`src/rtl/stack_sequencer_if.sv`:
```
// stack_sequencer_if: stack-segment bus between the stack sequencer (master) and memory (slave)
//   mem_req   master->slave  request, held until mem_ack
//   mem_wr    master->slave  1 = write (push), 0 = read (pop)
//   mem_addr  master->slave  SS-relative offset
//   mem_wdata master->slave  push data
//   mem_lock  master->slave  bus lock for the whole frame
//   mem_ack   slave->master  cycle complete; mem_rdata valid for reads
//   mem_rdata slave->master  read data
interface stack_sequencer_if;
  logic        mem_req;
  logic        mem_wr;
  logic [15:0] mem_addr;
  logic [15:0] mem_wdata;
  logic        mem_lock;
  logic        mem_ack;
  logic [15:0] mem_rdata;
  modport master (output mem_req, mem_wr, mem_addr, mem_wdata, mem_lock, input mem_ack, mem_rdata);
  modport slave  (input mem_req, mem_wr, mem_addr, mem_wdata, mem_lock, output mem_ack, mem_rdata);
endinterface

```
`src/rtl/stack_sequencer.sv`:
```
// stack_sequencer: walks the pop then push masks of one instruction, one stack word per bus cycle
//   clk, reset_n        core clock, asynchronous active-low reset
//   start               strobe, accepted only while busy = 0
//   push_mask/pop_mask  word masks, bit order AW(0) .. PC(14), OPERAND(15)
//   sp_in               SP at start
//   reg_sel/reg_rdata   register-file read port for pushes
//   reg_we/wsel/wdata   register-file write strobe for popped words
//   bus                 stack-segment bus (stack_sequencer_if.master)
//   sp_out/sp_we        final SP with its one-cycle write strobe
//   busy/done           sequence in progress / one-cycle completion pulse
// Optional: define STACK_SEQ_BUSLOCK_EN to hold mem_lock across the whole frame.
module stack_sequencer (
  input  logic        clk,
  input  logic        reset_n,
  input  logic        start,
  input  logic [15:0] push_mask,
  input  logic [15:0] pop_mask,
  input  logic [15:0] sp_in,
  output logic [3:0]  reg_sel,
  input  logic [15:0] reg_rdata,
  output logic        reg_we,
  output logic [3:0]  reg_wsel,
  output logic [15:0] reg_wdata,
  stack_sequencer_if.master bus,
  output logic [15:0] sp_out,
  output logic        sp_we,
  output logic        busy,
  output logic        done
);
  typedef enum logic [1:0] {IDLE, POP, PUSH, FINISH} state_t;
  state_t      r_state;
  logic [15:0] r_pop, r_push, r_sp, r_sp_orig, r_addr, r_reg_wdata, r_sp_out;
  logic [3:0]  r_reg_sel, r_reg_wsel;
  logic        r_req, r_wr, r_reg_we, r_sp_we, r_busy, r_done;
  function automatic logic [3:0] f_msb(input logic [15:0] m);
    f_msb = 4'd0;
    for (int i = 0; i < 16; i++) if (m[i]) f_msb = 4'(i);
  endfunction
  function automatic logic [3:0] f_lsb(input logic [15:0] m);
    f_lsb = 4'd0;
    for (int i = 15; i >= 0; i--) if (m[i]) f_lsb = 4'(i);
  endfunction
  // bit 5 has no meaning in a push mask, so it never enters the push walk
  logic [15:0] w_in_push, w_pop_left, w_push_left, w_pop_sp, w_push_sp;
  logic [3:0]  w_pop_bit, w_push_bit, w_next_push_bit;
  logic        w_ack;
  assign w_in_push       = push_mask & 16'hFFDF;
  assign w_ack           = bus.mem_ack & r_req;
  assign w_pop_bit       = f_msb(r_pop);
  assign w_push_bit      = f_lsb(r_push);
  assign w_pop_left      = r_pop & ~(16'd1 << w_pop_bit);
  assign w_push_left     = r_push & ~(16'd1 << w_push_bit);
  assign w_next_push_bit = f_lsb(w_push_left);
  // popping SP loads the popped value instead of stepping past it
  assign w_pop_sp        = (w_pop_bit == 4'd4) ? bus.mem_rdata : r_sp + 16'd2;
  assign w_push_sp       = r_sp - 16'd2;
  always_ff @(posedge clk or negedge reset_n) begin
    if (!reset_n) begin
      r_state     <= IDLE;
      r_pop       <= 16'd0;
      r_push      <= 16'd0;
      r_sp        <= 16'd0;
      r_sp_orig   <= 16'd0;
      r_addr      <= 16'd0;
      r_reg_sel   <= 4'd0;
      r_reg_we    <= 1'b0;
      r_reg_wsel  <= 4'd0;
      r_reg_wdata <= 16'd0;
      r_req       <= 1'b0;
      r_wr        <= 1'b0;
      r_sp_out    <= 16'd0;
      r_sp_we     <= 1'b0;
      r_busy      <= 1'b0;
      r_done      <= 1'b0;
    end else begin
      r_reg_we <= 1'b0;
      case (r_state)
        IDLE: if (start) begin
          r_pop     <= pop_mask;
          r_push    <= w_in_push;
          r_sp      <= sp_in;
          r_sp_orig <= sp_in;
          r_busy    <= 1'b1;
          r_state   <= (|pop_mask) ? POP : (|w_in_push) ? PUSH : FINISH;
          r_req     <= |{pop_mask, w_in_push};
          r_wr      <= ~|pop_mask & |w_in_push;
          r_addr    <= (|pop_mask) ? sp_in : sp_in - 16'd2;
          r_reg_sel <= f_lsb(w_in_push);
        end
        POP: if (w_ack) begin
          r_pop       <= w_pop_left;
          r_sp        <= w_pop_sp;
          r_reg_we    <= (w_pop_bit != 4'd5);
          r_reg_wsel  <= w_pop_bit;
          r_reg_wdata <= bus.mem_rdata;
          if (|w_pop_left)
            r_addr <= w_pop_sp;
          else if (|r_push) begin
            r_state   <= PUSH;
            r_wr      <= 1'b1;
            r_addr    <= w_pop_sp - 16'd2;
            r_reg_sel <= w_push_bit;
          end else begin
            r_state  <= FINISH;
            r_req    <= 1'b0;
            r_done   <= 1'b1;
            r_sp_we  <= 1'b1;
            r_sp_out <= w_pop_sp;
          end
        end
        PUSH: if (w_ack) begin
          r_push <= w_push_left;
          r_sp   <= w_push_sp;
          if (|w_push_left) begin
            r_addr    <= w_push_sp - 16'd2;
            r_reg_sel <= w_next_push_bit;
          end else begin
            r_state  <= FINISH;
            r_req    <= 1'b0;
            r_wr     <= 1'b0;
            r_done   <= 1'b1;
            r_sp_we  <= 1'b1;
            r_sp_out <= w_push_sp;
          end
        end
        // entered with done already set after bus work; an empty command spends one extra cycle here first
        FINISH: if (!r_done) begin
          r_done   <= 1'b1;
          r_sp_we  <= 1'b1;
          r_sp_out <= r_sp;
        end else begin
          r_done    <= 1'b0;
          r_sp_we   <= 1'b0;
          r_busy    <= 1'b0;
          r_reg_sel <= 4'd0;
          r_state   <= IDLE;
        end
        default: r_state <= IDLE;
      endcase
    end
  end
`ifdef STACK_SEQ_BUSLOCK_EN
  logic r_lock;
  always_ff @(posedge clk or negedge reset_n) begin
    if (!reset_n) r_lock <= 1'b0;
    else if (r_state == FINISH && r_done) r_lock <= 1'b0;
    else if (r_state == IDLE && start && |{pop_mask, w_in_push}) r_lock <= 1'b1;
  end
  assign bus.mem_lock = r_lock;
`else
  assign bus.mem_lock = 1'b0;
`endif
  assign bus.mem_req   = r_req;
  assign bus.mem_wr    = r_wr;
  assign bus.mem_addr  = r_addr;
  // the register file read is combinational on reg_sel, which is held for the whole request
  assign bus.mem_wdata = (r_req & r_wr) ? ((r_reg_sel == 4'd4) ? r_sp_orig : reg_rdata) : 16'd0;
  assign reg_sel   = r_reg_sel;
  assign reg_we    = r_reg_we;
  assign reg_wsel  = r_reg_wsel;
  assign reg_wdata = r_reg_wdata;
  assign sp_out    = r_sp_out;
  assign sp_we     = r_sp_we;
  assign busy      = r_busy;
  assign done      = r_done;
endmodule
```
`src/flat_wrapper.sv`:
```
// flat-port wrapper written by rule: the top's interface ports become plain ports
module stack_sequencer_flat 
  (clk, reset_n, start, push_mask, pop_mask, sp_in, reg_sel, reg_rdata, reg_we, reg_wsel, reg_wdata, sp_out, sp_we, busy, done, bus_mem_req, bus_mem_wr, bus_mem_addr, bus_mem_wdata, bus_mem_lock, bus_mem_ack, bus_mem_rdata);
  stack_sequencer_if bus_i ();
  input  logic clk;
  input  logic reset_n;
  input  logic start;
  input  logic [15:0] push_mask;
  input  logic [15:0] pop_mask;
  input  logic [15:0] sp_in;
  output logic [3:0] reg_sel;
  input  logic [15:0] reg_rdata;
  output logic reg_we;
  output logic [3:0] reg_wsel;
  output logic [15:0] reg_wdata;
  output logic [15:0] sp_out;
  output logic sp_we;
  output logic busy;
  output logic done;
  output wire logic [$bits(bus_i.mem_req)-1:0] bus_mem_req;
  output wire logic [$bits(bus_i.mem_wr)-1:0] bus_mem_wr;
  output wire logic [$bits(bus_i.mem_addr)-1:0] bus_mem_addr;
  output wire logic [$bits(bus_i.mem_wdata)-1:0] bus_mem_wdata;
  output wire logic [$bits(bus_i.mem_lock)-1:0] bus_mem_lock;
  input wire logic [$bits(bus_i.mem_ack)-1:0] bus_mem_ack;
  input wire logic [$bits(bus_i.mem_rdata)-1:0] bus_mem_rdata;
  assign bus_mem_req = bus_i.mem_req;
  assign bus_mem_wr = bus_i.mem_wr;
  assign bus_mem_addr = bus_i.mem_addr;
  assign bus_mem_wdata = bus_i.mem_wdata;
  assign bus_mem_lock = bus_i.mem_lock;
  assign bus_i.mem_ack = bus_mem_ack;
  assign bus_i.mem_rdata = bus_mem_rdata;
  stack_sequencer u_core (.clk(clk), .reset_n(reset_n), .start(start), .push_mask(push_mask), .pop_mask(pop_mask), .sp_in(sp_in), .reg_sel(reg_sel), .reg_rdata(reg_rdata), .reg_we(reg_we), .reg_wsel(reg_wsel), .reg_wdata(reg_wdata), .bus(bus_i), .sp_out(sp_out), .sp_we(sp_we), .busy(busy), .done(done));
endmodule
```
`config.mk`:
```
export PLATFORM = sky130hd
export DESIGN_NAME = stack_sequencer_flat
export DESIGN_NICKNAME = d
export VERILOG_FILES = /design/src/rtl/stack_sequencer_if.sv /design/src/rtl/stack_sequencer.sv /design/src/flat_wrapper.sv
export SDC_FILE = /design/constraint.sdc
export NUM_CORES = 1
export LEC_CHECK = 0
export BUFFER_PORTS_ARGS = -buffer_cell sky130_fd_sc_hd__buf_2
export CAP_MARGIN = 20
export CORE_MARGIN = 10
export CORE_UTILIZATION = 35
export DETAILED_ROUTE_END_ITERATION = 10
export PLACE_DENSITY_LB_ADDON = 0.15
export SYNTH_ARGS = -nofsm -noshare
export SYNTH_HDL_FRONTEND = slang
export SYNTH_SLANG_ARGS = --single-unit
```
`constraint.sdc`:
```
create_clock -name clk -period 4.1 [get_ports clk]
set_input_delay 0.205 -clock clk [delete_from_list [all_inputs] [get_ports clk]]
set_output_delay 0.205 -clock clk [all_outputs]
set_load 0.02 [all_outputs]
```
======== Yosys cells after proc, flatten, opt, wreduce, memory -nomap -nowiden ========
Index checks and enable logic that the tools add are counted.
cells by class
  add/sub/neg operators ................... 5
  equal/unequal tests ..................... 17
  shift-type cells ........................ 2
  mux-type cells .......................... 132
  bitwise logic cells ..................... 7
  reduce and logical (&&, ||, !) cells .... 26
operators by type and width
  operator               number
  $mux 16                23
  $mux 4                 68
  $pmux 16 s3            3
  $pmux 16 s2            2
  $reduce_or 16->1       4
  $sub 16x2->16 const B  4
  $and 16x16->16         2
  $not 16->16            2
  $shl 1x4->16 const A   2
  $reduce_or 31->1       1
  $reduce_and 7->1       4
  $mux 1                 23
  $reduce_and 6->1       3
  $add 16x2->16 const B  1
  $pmux 4 s4             1
  $reduce_or 15->1       1
  $mux 2                 7
  $ne 2x1->1 const B     5
  $ne 2x2->1 const B     5
  $pmux 1 s3             3
  $reduce_and 3->1       3
  $eq 4x3->1 const B     2
  $pmux 2 s4             1
  $reduce_bool 2->1      3
  11 further kinds       16
storage, ports and cells
  register bits ........................... 127
  output and inout bits ................... 79
  logic and storage cells ................. 204

======== Depth between registers and ports, before layout ========
Gate-level depths: netlist of run 1.
  depth after elaboration ................. 38
  mapped depth ............................ 14
  depth with buffers taken out ............ 12

======== Least setup slack after synthesis of run 1 ========
OpenSTA, ideal clock, no wires.
  kind .................................... reg2reg
  from .................................... reg u_core.r_pop[5]
  to ...................................... reg u_core.r_addr[5] (netlist: u_core.bus.mem_addr[5])
  arrival ................................. 3.674 ns
  required time ........................... 4.005 ns
  slack ................................... 0.331 ns
  stages on the path, launching flop included .. 14
  buffers on the path ..................... 2
  cells stage by stage .................... dfrtp_1 -> nor3b_2 -> o31ai_1 -> a31oi_2 -> nor3_2 -> buf_2 -> buf_2 -> mux2i_1 -> ha_1 -> o221ai_1 -> nor4_2 -> xnor2_1 -> o221a_2 -> o31ai_1
on the way
  cells in the longest elaborated chain, start to end .. 18
  elaborated cells between the ends (all ways) .. 24
ends and longest elaborated chain
  item                                             RTL line                                       RTL
  start, declared                                  stack_sequencer.sv:32                          logic [15:0] r_pop, r_push, r_sp, r_sp_orig, r_addr, r_reg_wdata, r_sp_out;
  start signal, assigned                           stack_sequencer.sv:79                          r_pop <= pop_mask;
  start signal, assigned                           stack_sequencer.sv:91                          r_pop <= w_pop_left;
  $mux 4 (11 in series)                            stack_sequencer.sv:37                          for (int i = 0; i < 16; i++) if (m[i]) f_msb = 4'(i);
  $eq 4x3->1 or $shl 1x4->16 (tied branches)       stack_sequencer.sv:55, stack_sequencer.sv:51
  $mux 16 or $not 16->16 (tied branches)           stack_sequencer.sv:55, stack_sequencer.sv:51
  $sub 16x2->16 or $and 16x16->16 (tied branches)  stack_sequencer.sv:101, stack_sequencer.sv:51
  $mux 16 or $reduce_or 16->1 (tied branches)      stack_sequencer.sv:98, stack_sequencer.sv:96
  $mux 16                                          stack_sequencer.sv:96                          if (|w_pop_left)
  $mux 16                                          stack_sequencer.sv:90                          POP: if (w_ack) begin
  $pmux 16 s3                                      stack_sequencer.sv:77                          case (r_state)
  end signal, assigned                             stack_sequencer.sv:87                          r_addr <= (|pop_mask) ? sp_in : sp_in - 16'd2;
  end signal, assigned                             stack_sequencer.sv:97                          r_addr <= w_pop_sp;
  end signal, assigned                             stack_sequencer.sv:101                         r_addr <= w_pop_sp - 16'd2;
  end, declared                                    stack_sequencer.sv:32
Parallel ways exist; a longest one is shown, timed or not. The select of a mux whose other input is x is not followed.
A chain may end at the register's enable or synchronous reset.

======== Worst setup path after layout of run 1 ========
  from .................................... reg u_core.r_pop[11]
  to ...................................... reg u_core.r_wr (netlist: u_core.bus.mem_wr)
on the way
  cells in the longest elaborated chain, start to end .. 11
ends and longest elaborated chain
  item                                   RTL line               RTL
  $mux 4 (5 in series)                   stack_sequencer.sv:37
  $shl 1x4->16                           stack_sequencer.sv:51  assign w_pop_left = r_pop & ~(16'd1 << w_pop_bit);
  $not 16->16                            stack_sequencer.sv:51
  $and 16x16->16 (*)                     stack_sequencer.sv:51
  $reduce_or 16->1 (*)                   stack_sequencer.sv:96
  $ne 2x2->1 (no source line) (*)        -
  $reduce_and 7->1 (no source line) (*)  -
  end signal, assigned                   stack_sequencer.sv:86  r_wr <= ~|pop_mask & |w_in_push;
  end, declared                          stack_sequencer.sv:34  logic r_req, r_wr, r_reg_we, r_sp_we, r_busy, r_done;
Every way passes the cells marked *; elsewhere a longest branch is shown, timed or not.

==> results of run 1 <==
worst reg2reg max path, cell delays in order (launching register included):
cell       delay, ns
dfrtp_1         0.49
nor4_4          0.43
nand2_1         0.15
nor2_2          0.38
o211ai_1        0.20
a2111o_1        0.53
or3_1           0.37
or3_4           0.38
a2111oi_4       0.36
mux2_1          0.35
metrics by stage:
stage          instance area, µm²  hold slack [ns]  setup WS, ns  power [mW]
3_3_place_gp                10900            0.331         0.415        9.23
6_report                    11500           0.0196         0.346        10.7
5_1_grt                     11500          0.00360         0.130        11.5
2_1_floorplan                9600          -0.0906         0.331        7.02
4_1_cts                     11500          0.00476         0.347        10.7
3_5_place_dp                10900            0.340         0.377        9.25
routing by layer:
metal / GRT usage [%] / vias to the layer above / routed length (µm)
met2: 35.7 / 325 / 18100
met5: 0 / - / 7
li1: - / 4639 / -
met1: 26.0 / 4743 / 15200
met4: 6.09 / 2 / 790
met3: 3.96 / 52 / 2040
sequential cells by signal (all words and copies together) (netlist names), 2 cells and up:
name	cells
u_core.bus.mem_addr	16
u_core.r_pop	16
u_core.r_push	16
u_core.r_sp	16
u_core.r_sp_orig	16
u_core.r_state	2
u_core.reg_sel	4
u_core.reg_wdata	16
u_core.reg_wsel	4
u_core.sp_out	16
area by class of cell:
class	count	area share [%]
clock inverter	14	0.834
sequential	127	27.5
multi-input combinational	937	51.8
inverter	36	1.17
clock buffer	18	3.72
tap	341	3.69
timing repair buffer	222	11.2
final timing paths:
| kind | to | slack (ns) | start | depth (start not counted) |
|---|---|---|---|---|
| setup / recovery | u_core.bus.mem_wr | 0.35 | u_core.r_pop[11] | 9 |
| min in group asynchronous | u_core.r_pop[13] | 0.39 | reset_n | 2 |
| setup reg to reg | u_core.bus.mem_wr | 0.35 | u_core.r_pop[11] | 9 |
| hold / removal | u_core.r_pop[11] | 0.02 | pop_mask[11] | 2 |
| max in group asynchronous | u_core.sp_out[10] | 2.67 | reset_n | 3 |
| hold reg to reg | u_core.reg_wsel[1] | 0.48 | u_core.reg_wsel[1] | 2 |
cell families after synthesis:
logic type,after synthesis
flops,127
xor+xnor,56
other cells,1
buf+inv,110
mux,83
compound gates,330
simple gates,457
fa+ha+maj,10
power groups by stage:
stage / sequential (mW) / clock [mW] / combinational, mW
after floorplan: 2.61 / 0 / 4.41
after global placement: 2.62 / 0 / 6.61
after detailed placement: 2.62 / 0 / 6.63
after CTS: 2.61 / 1.45 / 6.66
after global routing: 2.71 / 1.50 / 7.28
final: 2.62 / 1.42 / 6.67
cells in the final DEF, fill, tap and decap left out, types with 6 or more instances in the layout:
cell           Yosys  routed
or3_1              8       8
o221ai_1           9       9
nor2_1           115     115
dfrtp_1          127     127
a211oi_1           6       6
buf_4              3      52
a22o_1            18      18
xor2_1            21      21
clkbuf_16          0      17
nand4_1           14      14
nor2b_1            7       7
mux2_2            56      56
a31oi_1           19      19
dlygate4sd3_1      0      11
nand2b_1          13      13
mux2i_1           17      17
mux2_1            10      10
nor4_1            21      21
clkinv_2           0       6
a21oi_1           71      71
o31ai_1           24      24
o22ai_1            8       8
a21o_1            17      17
inv_1             34      34
nand3_1           33      33
a221oi_1           8       8
ha_1               9       9
xnor2_1           35      35
nor3_1            36      35
or2_2              9       9
o21ai_0           76      76
buf_2             10     159
nand2_1          161     161
timing repair:
action / in CTS / in global routing
hold endpoints to repair: 62 / 0
buffers inserted: 0 / 0
hold buffers: 11 / 0
==> flow_summary.json, run 1 <==
{
  "outcome": "finished clean",
  "route.detailed.drc": 0,
  "cts_tree": "yes",
  "slowest_stage": "a2111o_1",
  "clk_pin_slew_worst_paths_ns": 0.06,
  "skew_ns": 0.0139,
  "cts_buffers": 17,
  "fin_crit_sh_pct": 91.6,
  "seq_power_share_pct": 24.4,
  "path_class": "flop to flop",
  "setup-violations-final": 0,
  "ys_top_cells_by_count": "nand2_1, dfrtp_1, nor2_1",
  "fin_crit_ns": 3.75,
  "synth_most_common_cell": "nand2_1",
  "hold_path_class": "input port to flop",
  "ys_seq_area_share_pct": 33.1,
  "p_int_mw": 5.21,
  "post-place-cells": 1652,
  "track_usage_pct": 20.9,
  "worstPathArrival_ns": 4.06,
  "end_kind": "flop",
  "p_per_area_mw_per_mm2": 927,
  "maxSlewHeadroom_pct": 43.7,
  "synthSimpleGateAreaFrac_pct": 22.8,
  "stdcell_count": 1695,
  "antenna_found_initial": 1,
  "synth_top_family_by_area": "compound AO/OA/AOI/OAI gates",
  "ys_ff_latch": 127,
  "gp_congestion": 0.926,
  "drtIter0Drc": 872,
  "initial_core_util_pct": 35.6,
  "vias_per_cell": 5.76,
  "clkLatencyLatePin_ns": 0.44,
  "clockBufferDepth": 2,
  "htreeDepth": 4,
  "critPathMaxStageDelay_ns": 0.53,
  "setup_tns_ns": 0,
  "fin_nets": 1434,
  "power_frac_comb_pct": 62.3,
  "nFillCells": 2808,
  "antenna_cells": 0,
  "path_delay_family": "simple AND/OR/NAND/NOR gates",
  "synth_top_area_share_pct": 33.1,
  "grt_start_max_net_pins": 55,
  "max_freq_ghz": 0.266,
  "numPortBuffers": 160,
  "synth_area_per_cell_um2": 8.18,
  "leakage_nw": 5.00,
  "wire_per_inst_um": 21.3,
  "core_area_mm2": 0.0270,
  "hold_viol": 0,
  "cap_violations": 0,
  "num_vias": 9761,
  "synth_area_mm2": 0.00960,
  "syn-instance-count": 1174,
  "path_buf_inv": 0,
  "path_max_fanout": 9,
  "ys_dominant_reg_cell": "dfrtp_1",
  "multi_input_area_mm2": 0.00599,
  "ctsRootBufferMaster": "clkbuf_16",
  "die-area_mm2": 0.0344,
  "ios": 163,
  "ys_types": 89,
  "dr.pass1.iters": 5,
  "antenna_left": 0,
  "netSwitchingFraction_pct": 51.4,
  "area_growth_pct": 20.3,
  "register_area_mm2": 0.00318,
  "synthMuxAreaShare_pct": 9.52,
  "cp-start-kind": "flop",
  "grt_pass1_wl_um": 56000,
  "tightestPinTransition_ns": 0.842,
  "synth-compound-area-share_pct": 23.4,
  "synth_top_cells_by_area": "dfrtp_1, mux2_2, nand2_1, nor2_1, o21ai_0",
  "drive_above_1_share_pct": 24.5,
  "finalWirelength_um": 36200,
  "die-height_um": 186,
  "synth_nets": 1267,
  "async_reset_ff_share_pct": 100,
  "fp-row-count": 60,
  "rsz0062_at_grt": "no",
  "p_clk_share_pct": 13.3,
  "cp_cell_sequence": "nor4_4, nand2_1, nor2_2, o211ai_1, a2111o_1, or3_1, or3_4, a2111oi_4, mux2_1",
  "switching_power_mw": 5.50,
  "yosys_warnings": 0,
  "cts.repair.resized": 0,
  "grt_remaining_overflow": 0,
  "synth_xor_area_share_pct": 5.11,
  "synth-edff-count": 0,
  "clock-sinks": 127,
  "required_ns": 4.41,
  "hpwl_um": 27700,
  "final_max_slew_viol_count": 0,
  "synthAdderAreaFrac_pct": 1.28,
  "synth_area_leader_cell": "dfrtp_1",
  "ir_drop_mv": 0.419,
  "utilization_pct": 42.8,
  "die_x_um": 186,
  "grt_pass1_vias": 9602
}
Power figures use the tool's default switching activity.
==> run 2: changes to the inputs <==
clock period = 3.87 ns   (was 4.1 ns; I/O delays follow)
==> run 2 against run 1 <==
Against the previous run:
- die area is the same
- register-to-register slack lost 0.13 ns
- highest routed layer unchanged
- hold slack lost 0.012 ns
- critical path type unchanged
- clock power grew 23%
- design area grew 1.7%
==> flow_summary.json, run 2 (synthesized netlist as in run 1, its figures left out) <==
{
  "outcome": "finished clean",
  "initial_core_util_pct": 35.6,
  "maxSlewHeadroom_pct": 38.6,
  "area_growth_pct": 22.3,
  "setup-violations-final": 0,
  "route.detailed.drc": 0,
  "antenna_left": 0,
  "drive_above_1_share_pct": 25.4,
  "vias_per_cell": 5.80,
  "leakage_nw": 5.10,
  "slowest_stage": "nor4b_2",
  "path_max_fanout": 17,
  "required_ns": 4.19,
  "ir_drop_mv": 0.426,
  "finalPower_mw": 11.7,
  "clk_pin_slew_worst_paths_ns": 0.06,
  "fin_crit_ns": 3.65,
  "cp-start-kind": "flop",
  "track_usage_pct": 20.7,
  "grt_pass1_wl_um": 55900,
  "grt_remaining_overflow": 0,
  "die_x_um": 186,
  "die-area_mm2": 0.0344,
  "rsz0062_at_grt": "no",
  "ctsRootBufferMaster": "clkbuf_16",
  "clockBufferDepth": 2,
  "clock-sinks": 127,
  "clkLatencyLatePin_ns": 0.43,
  "drtIter0Drc": 889,
  "end_kind": "flop",
  "tightestPinTransition_ns": 0.917,
  "path_class": "flop to flop",
  "cts_tree": "yes",
  "skew_ns": 0.0105,
  "fin_nets": 1445,
  "core_area_mm2": 0.0270,
  "p_per_area_mw_per_mm2": 999,
  "path_delay_family": "simple AND/OR/NAND/NOR gates",
  "gp_congestion": 0.935,
  "grt_start_max_net_pins": 76,
  "cp_cell_sequence": "nor3b_2, o31ai_1, a31oi_2, nor3_4, buf_4, mux2i_1, nor4b_2, a311o_1, a32oi_1, mux2_2",
  "numPortBuffers": 160,
  "antenna_cells": 0,
  "wire_per_inst_um": 21.3,
  "path_buf_inv": 1,
  "fp-row-count": 60,
  "ios": 163,
  "max_freq_ghz": 0.274,
  "final_max_slew_viol_count": 0,
  "finalWirelength_um": 36300,
  "cts_buffers": 17,
  "multi_input_area_mm2": 0.00600,
  "cap_violations": 0,
  "hold_path_class": "input port to flop",
  "nFillCells": 2804,
  "fin_crit_sh_pct": 94.4,
  "antenna_found_initial": 1,
  "layout_commonest_cell": "nand2_1",
  "htreeDepth": 4,
  "setup_tns_ns": 0,
  "final_cell_mix": "nand2_1, buf_2, dfrtp_1",
  "register_area_mm2": 0.00318,
  "num_vias": 9889,
  "critPathMaxStageDelay_ns": 0.61,
  "hold_viol": 0,
  "dr.pass1.iters": 6,
  "hpwl_um": 28000,
  "worstPathArrival_ns": 3.97,
  "grt_pass1_vias": 9583,
  "die-height_um": 186
}
run 2: per-stage QoR:
step / utilization [%] / setup slack (ns) / hold slack, ns / std cells / area [µm²]
after detailed placement: 40.9 / 0.153 / 0.298 / 1666 / 11000
after CTS: 43.5 / 0.140 / 0.00145 / 1705 / 11700
after floorplan: - / 0.101 / -0.102 / 1174 / 9600
after global placement: 40.9 / 0.188 / 0.297 / 1666 / 11000
after global routing: 43.6 / 0.0163 / 0.0168 / 1705 / 11700
final: 43.6 / 0.217 / 0.00749 / 1705 / 11700
run 2: final timing paths:
check                                                to          startpoint  depth (start not counted)  slack, ns
worst max-delay path            u_core.bus.mem_addr[13]     u_core.r_pop[5]                         10       0.22
worst min-delay path                    u_core.r_pop[3]         pop_mask[3]                          2      0.007
worst max register to register  u_core.bus.mem_addr[13]     u_core.r_pop[5]                         10       0.22
worst min register to register       u_core.reg_wsel[1]  u_core.reg_wsel[1]                          2       0.48
max in group asynchronous          u_core.r_sp_orig[10]             reset_n                          3       2.65
min in group asynchronous              u_core.r_pop[12]             reset_n                          2       0.35
run 2: layer usage:
layer | global-route usage, % | vias to the layer above | part of all wire, %
met5 | 0 | - | 0.019
met4 | 6.51 | 2 | 2.4
met3 | 3.70 | 59 | 5.8
met2 | 35.2 | 339 | 50
met1 | 26.1 | 4840 | 42
li1 | - | 4649 | -
run 2: cell type report:
type / instances / share of cell area [%]
well taps: 341 / 3.63
multi-input cells: 937 / 51.1
clock buffers: 18 / 3.66
clock inverters: 13 / 1.61
inverters: 36 / 1.15
flip-flops and latches: 127 / 27.1
repair buffers: 233 / 11.8
run 2: worst register-to-register path, delay by kind of cell, from the launching register on:
kind | cells | cell delay (ns)
compound gates | 4 | 1.06
flops | 1 | 0.45
mux | 2 | 0.54
buf+inv | 1 | 0.33
simple gates | 3 | 1.17
run 2: repair_timing:
| action | 4_1_cts | 5_1_grt |
|---|---|---|
| endpoints found under the hold margin | 59 | 0 |
| hold buffers | 8 | 0 |
| setup endpoints to repair | 0 | 6 |
| buffers inserted | 0 | 0 |
| gates resized for setup | 0 | 3 |
run 2: report_power, final:
part | switching [mW] | total, mW | internal, mW
Sequential | 0.737 | 2.73 | 1.99
Clock | 0.667 | 1.75 | 1.08
Combinational | 4.45 | 7.26 | 2.81
